File: src/rtl/muldiv_seq.sv
// Iterative RV64M multiply/divide sequencer: radix-2 shift-add multiply or restoring divide,
// with RISC-V divide-by-zero/overflow fast path and sign fix-up before the done pulse.
module muldiv_seq #(
  parameter int XLEN = 64
) (
  input  logic            clk,
  input  logic            rst,
  input  logic            flush,
  input  logic            start,
  input  logic            op_div,
  input  logic            alu_hi,
  input  logic            alu_sign1,
  input  logic            alu_sign2,
  input  logic            alu_32,
  input  logic [XLEN-1:0] src1,
  input  logic [XLEN-1:0] src2,
  output logic            ready,
  output logic            done,
  output logic [XLEN-1:0] result
);

  typedef enum logic [1:0] {IDLE, CALC, FIX, DONE} state_t;

  state_t       state_q, state_d;
  logic [6:0]   cnt_q, cnt_d;
  logic [127:0] a_q, a_d, acc_q, acc_d;
  logic [63:0]  b_q, b_d, result_q, result_d;
  logic         div_q, div_d, hi_q, hi_d, w_q, w_d;
  logic         neg1_q, neg1_d, neg2_q, neg2_d;

  logic [63:0]  s1, s2, mag1, mag2, fast_sel, quo, rem, sel;
  logic         neg1, neg2, dz, ovf, ge;
  logic [64:0]  rem_sh;
  logic [127:0] prod;

  // Operand conditioning and the divide special cases, evaluated on the accept cycle
  always_comb begin
    s1 = alu_32 ? (alu_sign1 ? {{32{src1[31]}}, src1[31:0]} : {32'd0, src1[31:0]}) : src1;
    s2 = alu_32 ? (alu_sign2 ? {{32{src2[31]}}, src2[31:0]} : {32'd0, src2[31:0]}) : src2;
    neg1 = alu_sign1 & s1[63];
    neg2 = alu_sign2 & s2[63];
    mag1 = neg1 ? -s1 : s1;
    mag2 = neg2 ? -s2 : s2;
    dz   = alu_32 ? (s2[31:0] == 32'd0) : (s2 == 64'd0);
    ovf  = alu_sign1 & alu_sign2 &
           (alu_32 ? (s1[31:0] == 32'h8000_0000 && s2[31:0] == 32'hFFFF_FFFF)
                   : (s1 == 64'h8000_0000_0000_0000 && s2 == 64'hFFFF_FFFF_FFFF_FFFF));
    if (dz) fast_sel = alu_hi ? s1 : 64'hFFFF_FFFF_FFFF_FFFF;
    else    fast_sel = alu_hi ? 64'd0 : s1;
  end

  // Divide step datapath and final sign correction / result select
  always_comb begin
    rem_sh = {acc_q[63:0], b_q[63]};
    ge     = rem_sh >= {1'b0, a_q[63:0]};
    prod   = (neg1_q ^ neg2_q) ? -acc_q : acc_q;
    quo    = (neg1_q ^ neg2_q) ? -b_q : b_q;
    rem    = neg1_q ? -acc_q[63:0] : acc_q[63:0];
    if (div_q) sel = hi_q ? rem : quo;
    else       sel = (hi_q && !w_q) ? prod[127:64] : prod[63:0];
  end

  always_comb begin
    state_d  = state_q;
    cnt_d    = cnt_q;
    a_d      = a_q;
    b_d      = b_q;
    acc_d    = acc_q;
    result_d = result_q;
    div_d    = div_q;
    hi_d     = hi_q;
    w_d      = w_q;
    neg1_d   = neg1_q;
    neg2_d   = neg2_q;
    case (state_q)
      IDLE: begin
        if (start && !flush) begin
          div_d  = op_div;
          hi_d   = alu_hi;
          w_d    = alu_32;
          neg1_d = neg1;
          neg2_d = neg2;
          cnt_d  = alu_32 ? 7'd32 : 7'd64;
          acc_d  = 128'd0;
          if (op_div) begin
            a_d = {64'd0, mag2};
            // 32-bit dividends are pre-aligned so the first bit shifted out is bit 31
            b_d = alu_32 ? {mag1[31:0], 32'd0} : mag1;
          end else begin
            a_d = {64'd0, mag1};
            b_d = mag2;
          end
          if (op_div && (dz || ovf)) begin
            result_d = alu_32 ? {{32{fast_sel[31]}}, fast_sel[31:0]} : fast_sel;
            state_d  = DONE;
          end else begin
            state_d  = CALC;
          end
        end
      end
      CALC: begin
        cnt_d = cnt_q - 7'd1;
        if (div_q) begin
          b_d   = {b_q[62:0], ge};
          acc_d = {64'd0, ge ? (rem_sh[63:0] - a_q[63:0]) : rem_sh[63:0]};
        end else begin
          acc_d = b_q[0] ? (acc_q + a_q) : acc_q;
          a_d   = a_q << 1;
          b_d   = b_q >> 1;
        end
        if (cnt_q == 7'd1) state_d = FIX;
      end
      FIX: begin
        result_d = w_q ? {{32{sel[31]}}, sel[31:0]} : sel;
        state_d  = DONE;
      end
      DONE: state_d = IDLE;
      default: state_d = IDLE;
    endcase
    if (flush) begin
      state_d  = IDLE;
      result_d = result_q;
    end
  end

  always_ff @(posedge clk) begin
    if (rst) begin
      state_q  <= IDLE;
      cnt_q    <= 7'd0;
      a_q      <= 128'd0;
      acc_q    <= 128'd0;
      b_q      <= 64'd0;
      result_q <= 64'd0;
      div_q    <= 1'b0;
      hi_q     <= 1'b0;
      w_q      <= 1'b0;
      neg1_q   <= 1'b0;
      neg2_q   <= 1'b0;
    end else begin
      state_q  <= state_d;
      cnt_q    <= cnt_d;
      a_q      <= a_d;
      acc_q    <= acc_d;
      b_q      <= b_d;
      result_q <= result_d;
      div_q    <= div_d;
      hi_q     <= hi_d;
      w_q      <= w_d;
      neg1_q   <= neg1_d;
      neg2_q   <= neg2_d;
    end
  end

  assign ready  = (state_q == IDLE);
  assign done   = (state_q == DONE);
  assign result = result_q;

endmodule

File: config.mk
export PLATFORM = sky130hd
export DESIGN_NAME = muldiv_seq
export DESIGN_NICKNAME = d
export VERILOG_FILES = /design/src/rtl/muldiv_seq.sv
export SDC_FILE = /design/constraint.sdc
export NUM_CORES = 2
export LEC_CHECK = 0
export BUFFER_PORTS_ARGS = -buffer_cell sky130_fd_sc_hd__buf_2
export CAP_MARGIN = 10
export CELL_PAD_IN_SITES_DETAIL_PLACEMENT = 0
export CELL_PAD_IN_SITES_GLOBAL_PLACEMENT = 1
export CORE_AREA = 2 2 319 321
export DETAILED_ROUTE_END_ITERATION = 8
export DIE_AREA = 0 0 321 323
export HOLD_SLACK_MARGIN = 0.08
export PLACE_DENSITY = 0.8
export SYNTH_ARGS = -nofsm -noshare
export SYNTH_HDL_FRONTEND = slang
export SYNTH_SLANG_ARGS = --single-unit
File: constraint.sdc
create_clock -name clk -period 8.1 [get_ports clk]
set_input_delay 0.405 -clock clk [delete_from_list [all_inputs] [get_ports clk]]
set_output_delay 0.405 -clock clk [all_outputs]
set_load 0.1 [all_outputs]
==> flow_results.xml <==
<?xml version="1.0" encoding="UTF-8"?>
<metrics>
  <group name="clock_network">
    <metric name="cts_sinks" unit="">398</metric>
    <metric name="cts.repair_timing.setup_buffer_count" unit="">0</metric>
    <metric name="cts_buffer_depth" unit="">3</metric>
    <metric name="htree_num_levels" unit="">2</metric>
    <metric name="worst_setup_hold_path_clk_slew" unit="ns">0.06</metric>
    <metric name="tritoncts" unit="">done</metric>
    <metric name="clk_latency" unit="ns">0.71</metric>
    <metric name="cts_root_buf" unit="">clkbuf_16</metric>
    <metric name="cts_inserted_buffers" unit="">53</metric>
  </group>
  <group name="floorplan">
    <metric name="core_area" unit="um2">101000</metric>
    <metric name="num_rows" unit="">117</metric>
    <metric name="die_width" unit="um">321</metric>
    <metric name="die_outline_area" unit="um2">104000</metric>
    <metric name="pin_count" unit="">203</metric>
    <metric name="floorplan.initialDensity" unit="">0.416</metric>
    <metric name="dieHeight" unit="um">323</metric>
  </group>
  <group name="timing">
    <metric name="fin_crit_sh" unit="">0.677</metric>
    <metric name="final_max_slew_viol_count" unit="">0</metric>
    <metric name="rsz0062_at_grt" unit="">no</metric>
    <metric name="max_slew.worst_pin.slew" unit="ns">1.41</metric>
    <metric name="worst_clock_skew" unit="ns">0.0667</metric>
    <metric name="fmaxAchievable" unit="MHz">182</metric>
    <metric name="finalHoldWorstSlack" unit="ns">0.223</metric>
    <metric name="layout_min_cycle_time" unit="ns">5.49</metric>
    <metric name="fin_setup_tns" unit="ns">0</metric>
    <metric name="finalHoldViolCount" unit="">0</metric>
    <metric name="max_slew_margin" unit="">0.0477</metric>
    <metric name="setup-violations-final" unit="">0</metric>
  </group>
  <group name="hold_path">
    <metric name="timing.hold.worst.class" unit="">input pin to flip-flop</metric>
    <metric name="whs_endpoint" unit="">state_q[0]</metric>
    <metric name="worstHoldPathCells" unit="">3</metric>
    <metric name="hold_path_startpoint" unit="">flush</metric>
  </group>
  <group name="route">
    <metric name="detail_route.drc_violations" unit="">0</metric>
    <metric name="route.antenna.remaining_nets" unit="">0</metric>
    <metric name="postRouteWirelength" unit="um">214000</metric>
    <metric name="drtIter0Drc" unit="">6753</metric>
    <metric name="detail_route.first_pass.iterations" unit="">6</metric>
    <metric name="vias" unit="">48900</metric>
    <metric name="detail_route.vias_per_cell" unit="">6.72</metric>
    <metric name="routedWlPerCell" unit="um">29.5</metric>
  </group>
  <group name="power">
    <metric name="vdd_drop_max" unit="mV">0.170</metric>
    <metric name="p_leak" unit="uW">0.0178</metric>
    <metric name="power_per_cell_area" unit="nW/um2">149</metric>
  </group>
  <group name="grt">
    <metric name="grt_pass1_vias" unit="">43900</metric>
    <metric name="global_route_wire_length_before_repair" unit="um">307000</metric>
    <metric name="number_of_antenna_violations_at_the_first_check_in_global_routing" unit="">21</metric>
    <metric name="grt_start_max_net_pins" unit="">129</metric>
    <metric name="aggregate_global_routing_overflow" unit="">0</metric>
    <metric name="overall_routing_resource_usage" unit="">0.398</metric>
  </group>
  <group name="yosys">
    <metric name="synth_top_cell_area_share" unit="">0.190</metric>
    <metric name="synth-async-reset-ratio" unit="">0</metric>
    <metric name="synth_flop_cell" unit="">dfxtp_1</metric>
    <metric name="synth-edff-count" unit="">0</metric>
    <metric name="yosysWarnings" unit="">0</metric>
    <metric name="postSynthNetCount" unit="">6390</metric>
    <metric name="yosys-top-cells-area" unit="">dfxtp_1, a21oi_1, o21ai_0</metric>
    <metric name="synth_sequential_area_ratio" unit="">0.190</metric>
    <metric name="synth_area_per_cell" unit="um2">6.93</metric>
    <metric name="synth_cells" unit="">6049</metric>
    <metric name="mappedNetlistArea" unit="um2">41900</metric>
    <metric name="synth.distinct_cells" unit="">89</metric>
    <metric name="yosys.area.top_type" unit="">dfxtp_1</metric>
    <metric name="ff_latch_count_synth" unit="">398</metric>
  </group>
  <group name="setup_path">
    <metric name="destination_of_the_worst_register_to_register_timing_path" unit="">result[24]</metric>
    <metric name="worstReg2RegStart" unit="">acc_q[0]</metric>
    <metric name="required_time_reported_for_the_critical_path_endpoint" unit="ns">8.65</metric>
    <metric name="cpPeakStageDelay" unit="ns">0.79</metric>
    <metric name="cell_with_the_largest_stage_delay_on_the_worst_path" unit="">nand3_1</metric>
    <metric name="critical_path.cell_chain" unit="">inv_1 -&gt; ha_1 -&gt; or4b_1 -&gt; nor3_1 -&gt; nand4_1 -&gt; nor4_1 -&gt; buf_4 -&gt; and2_1 -&gt; a21oi_1 -&gt; xor2_1 -&gt; o21ai_0 -&gt; nand3_1 -&gt; a22oi_1 -&gt; nor2_1</metric>
    <metric name="path_class" unit="">flip-flop to flip-flop</metric>
    <metric name="path_max_fanout" unit="">8</metric>
    <metric name="reg2reg_setup_slack" unit="ns">2.61</metric>
    <metric name="setup_crit_end_kind" unit="">flip-flop</metric>
    <metric name="arrival" unit="ns">6.04</metric>
    <metric name="critPathLaunchType" unit="">flip-flop</metric>
    <metric name="rr_worst_depth" unit="">14</metric>
  </group>
  <group name="flow_run">
    <metric name="timing.max_cap.violations" unit="">0</metric>
  </group>
  <group name="placement">
    <metric name="io_buffer_count" unit="">202</metric>
    <metric name="final_hpwl_dp" unit="um">165000</metric>
    <metric name="globalplace.congestion" unit="">1.09</metric>
  </group>
  <group name="layout">
    <metric name="post_route_cells_drive_above_1_share" unit="">0.0851</metric>
    <metric name="finalNetCount" unit="">6256</metric>
    <metric name="most-common-layout-cells" unit="">nand2_1, a21oi_1, nor2_1</metric>
    <metric name="synthToLayoutAreaGrowth" unit="%">9.02</metric>
    <metric name="mostFrequentLayoutCell" unit="">nand2_1</metric>
    <metric name="num-fill-cells" unit="">10500</metric>
  </group>
  <group name="outcome">
    <metric name="run_status" unit="">complete, no violations</metric>
  </group>
</metrics>
==> worst max-delay path: cells and delay by family (launching register included) <==
family | cells | cell delay, ns
xor gates and xnor gates | 1 | 0.25
and+or+nand+nor | 7 | 2.96
DFF | 1 | 0.41
adders and majority gates | 1 | 0.28
buffers and inverters | 2 | 0.41
AOI/OAI and AO/OA | 3 | 1.04
==> area by class of cell <==
cell class | count | area (um2) | share of cell area
multi-input cells | 4960 | 31400 | 0.688
flip-flops and latches | 398 | 7970 | 0.175
repair buffers | 313 | 1880 | 0.0411
well taps | 1309 | 1640 | 0.0359
clock buffers | 64 | 1460 | 0.0319
inverters | 189 | 709 | 0.0155
clock inverters | 34 | 566 | 0.0124
diodes | 7 | 17.5 | 0.000383
==> power breakdown <==
part	internal [uW]	switching (uW)
clock network	1700	1100
logic	529	1340
registers	2020	111
total	4250	2550
==> sequential cells by signal (all words and copies together), names as in the netlist <==
signal	cells
neg2_q	1
b_q	64
state_q	2
a_q	128
hi_q	1
result	64
neg1_q	1
div_q	1
w_q	1
cnt_q	7
acc_q	128
==> what timing repair did <==
action | 4_1_cts | 5_1_grt
gates resized for setup | 0 | 0
hold buffers | 1 | 0
endpoints found under the hold margin | 11 | 0
==> through the flow <==
step	area, um2	std cells	setup WS (ns)	power [uW]	utilization
6_report	45700	7274	2.61	6800	0.454
4_1_cts	45600	7260	3.05	6680	0.453
3_3_place_gp	43600	7161	3.09	3920	0.432
2_1_floorplan	41900	6049	4.43	3200	-
3_5_place_dp	43600	7161	3.09	3910	0.432
5_1_grt	45700	7269	2.54	6940	0.453
==> worst max path at each step <==
stage | endpoint | slack (ns) | cells after the start | start
3_5_place_dp | result[47] | 3.09 | 14 | src2[0]
4_1_cts | acc_q[36] | 3.05 | 15 | acc_q[2]
6_report | result[24] | 2.61 | 14 | acc_q[0]
5_1_grt | result[24] | 2.54 | 14 | acc_q[0]
2_1_floorplan | acc_q[120] | 4.43 | 15 | acc_q[0]
3_3_place_gp | result[54] | 3.09 | 14 | src2[0]
==> Yosys cell counts, types with 92 or more instances <==
cell type / n
nand2_1: 631
a21oi_1: 617
nor2_1: 579
o21ai_0: 533
clkbuf_1: 454
dfxtp_1: 398
xnor2_1: 276
xor2_1: 246
ha_1: 202
inv_1: 186
a211oi_1: 180
nor3_1: 134
nand4_1: 119
mux2i_1: 117
a22oi_1: 116
o211ai_1: 106
nand3_1: 97
a21o_1: 92
==> routing by layer <==
metal	global-route usage	up-vias	wire length [um]
li1	-	21900	-
met1	0.514	23400	84900
met2	0.579	3033	87500
met3	0.0979	626	23800
met4	0.280	16	18100
met5	0	-	112
==> cells by family after synthesis <==
| family | share of synthesized area |
|---|---|
| compound gates | 0.328 |
| simple gates | 0.212 |
| buf+inv | 0.0629 |
| xor+xnor | 0.109 |
| flops | 0.190 |
| fa+ha+maj | 0.0665 |
| mux | 0.0312 |
No activity file was read; power rests on OpenSTA's default activity.
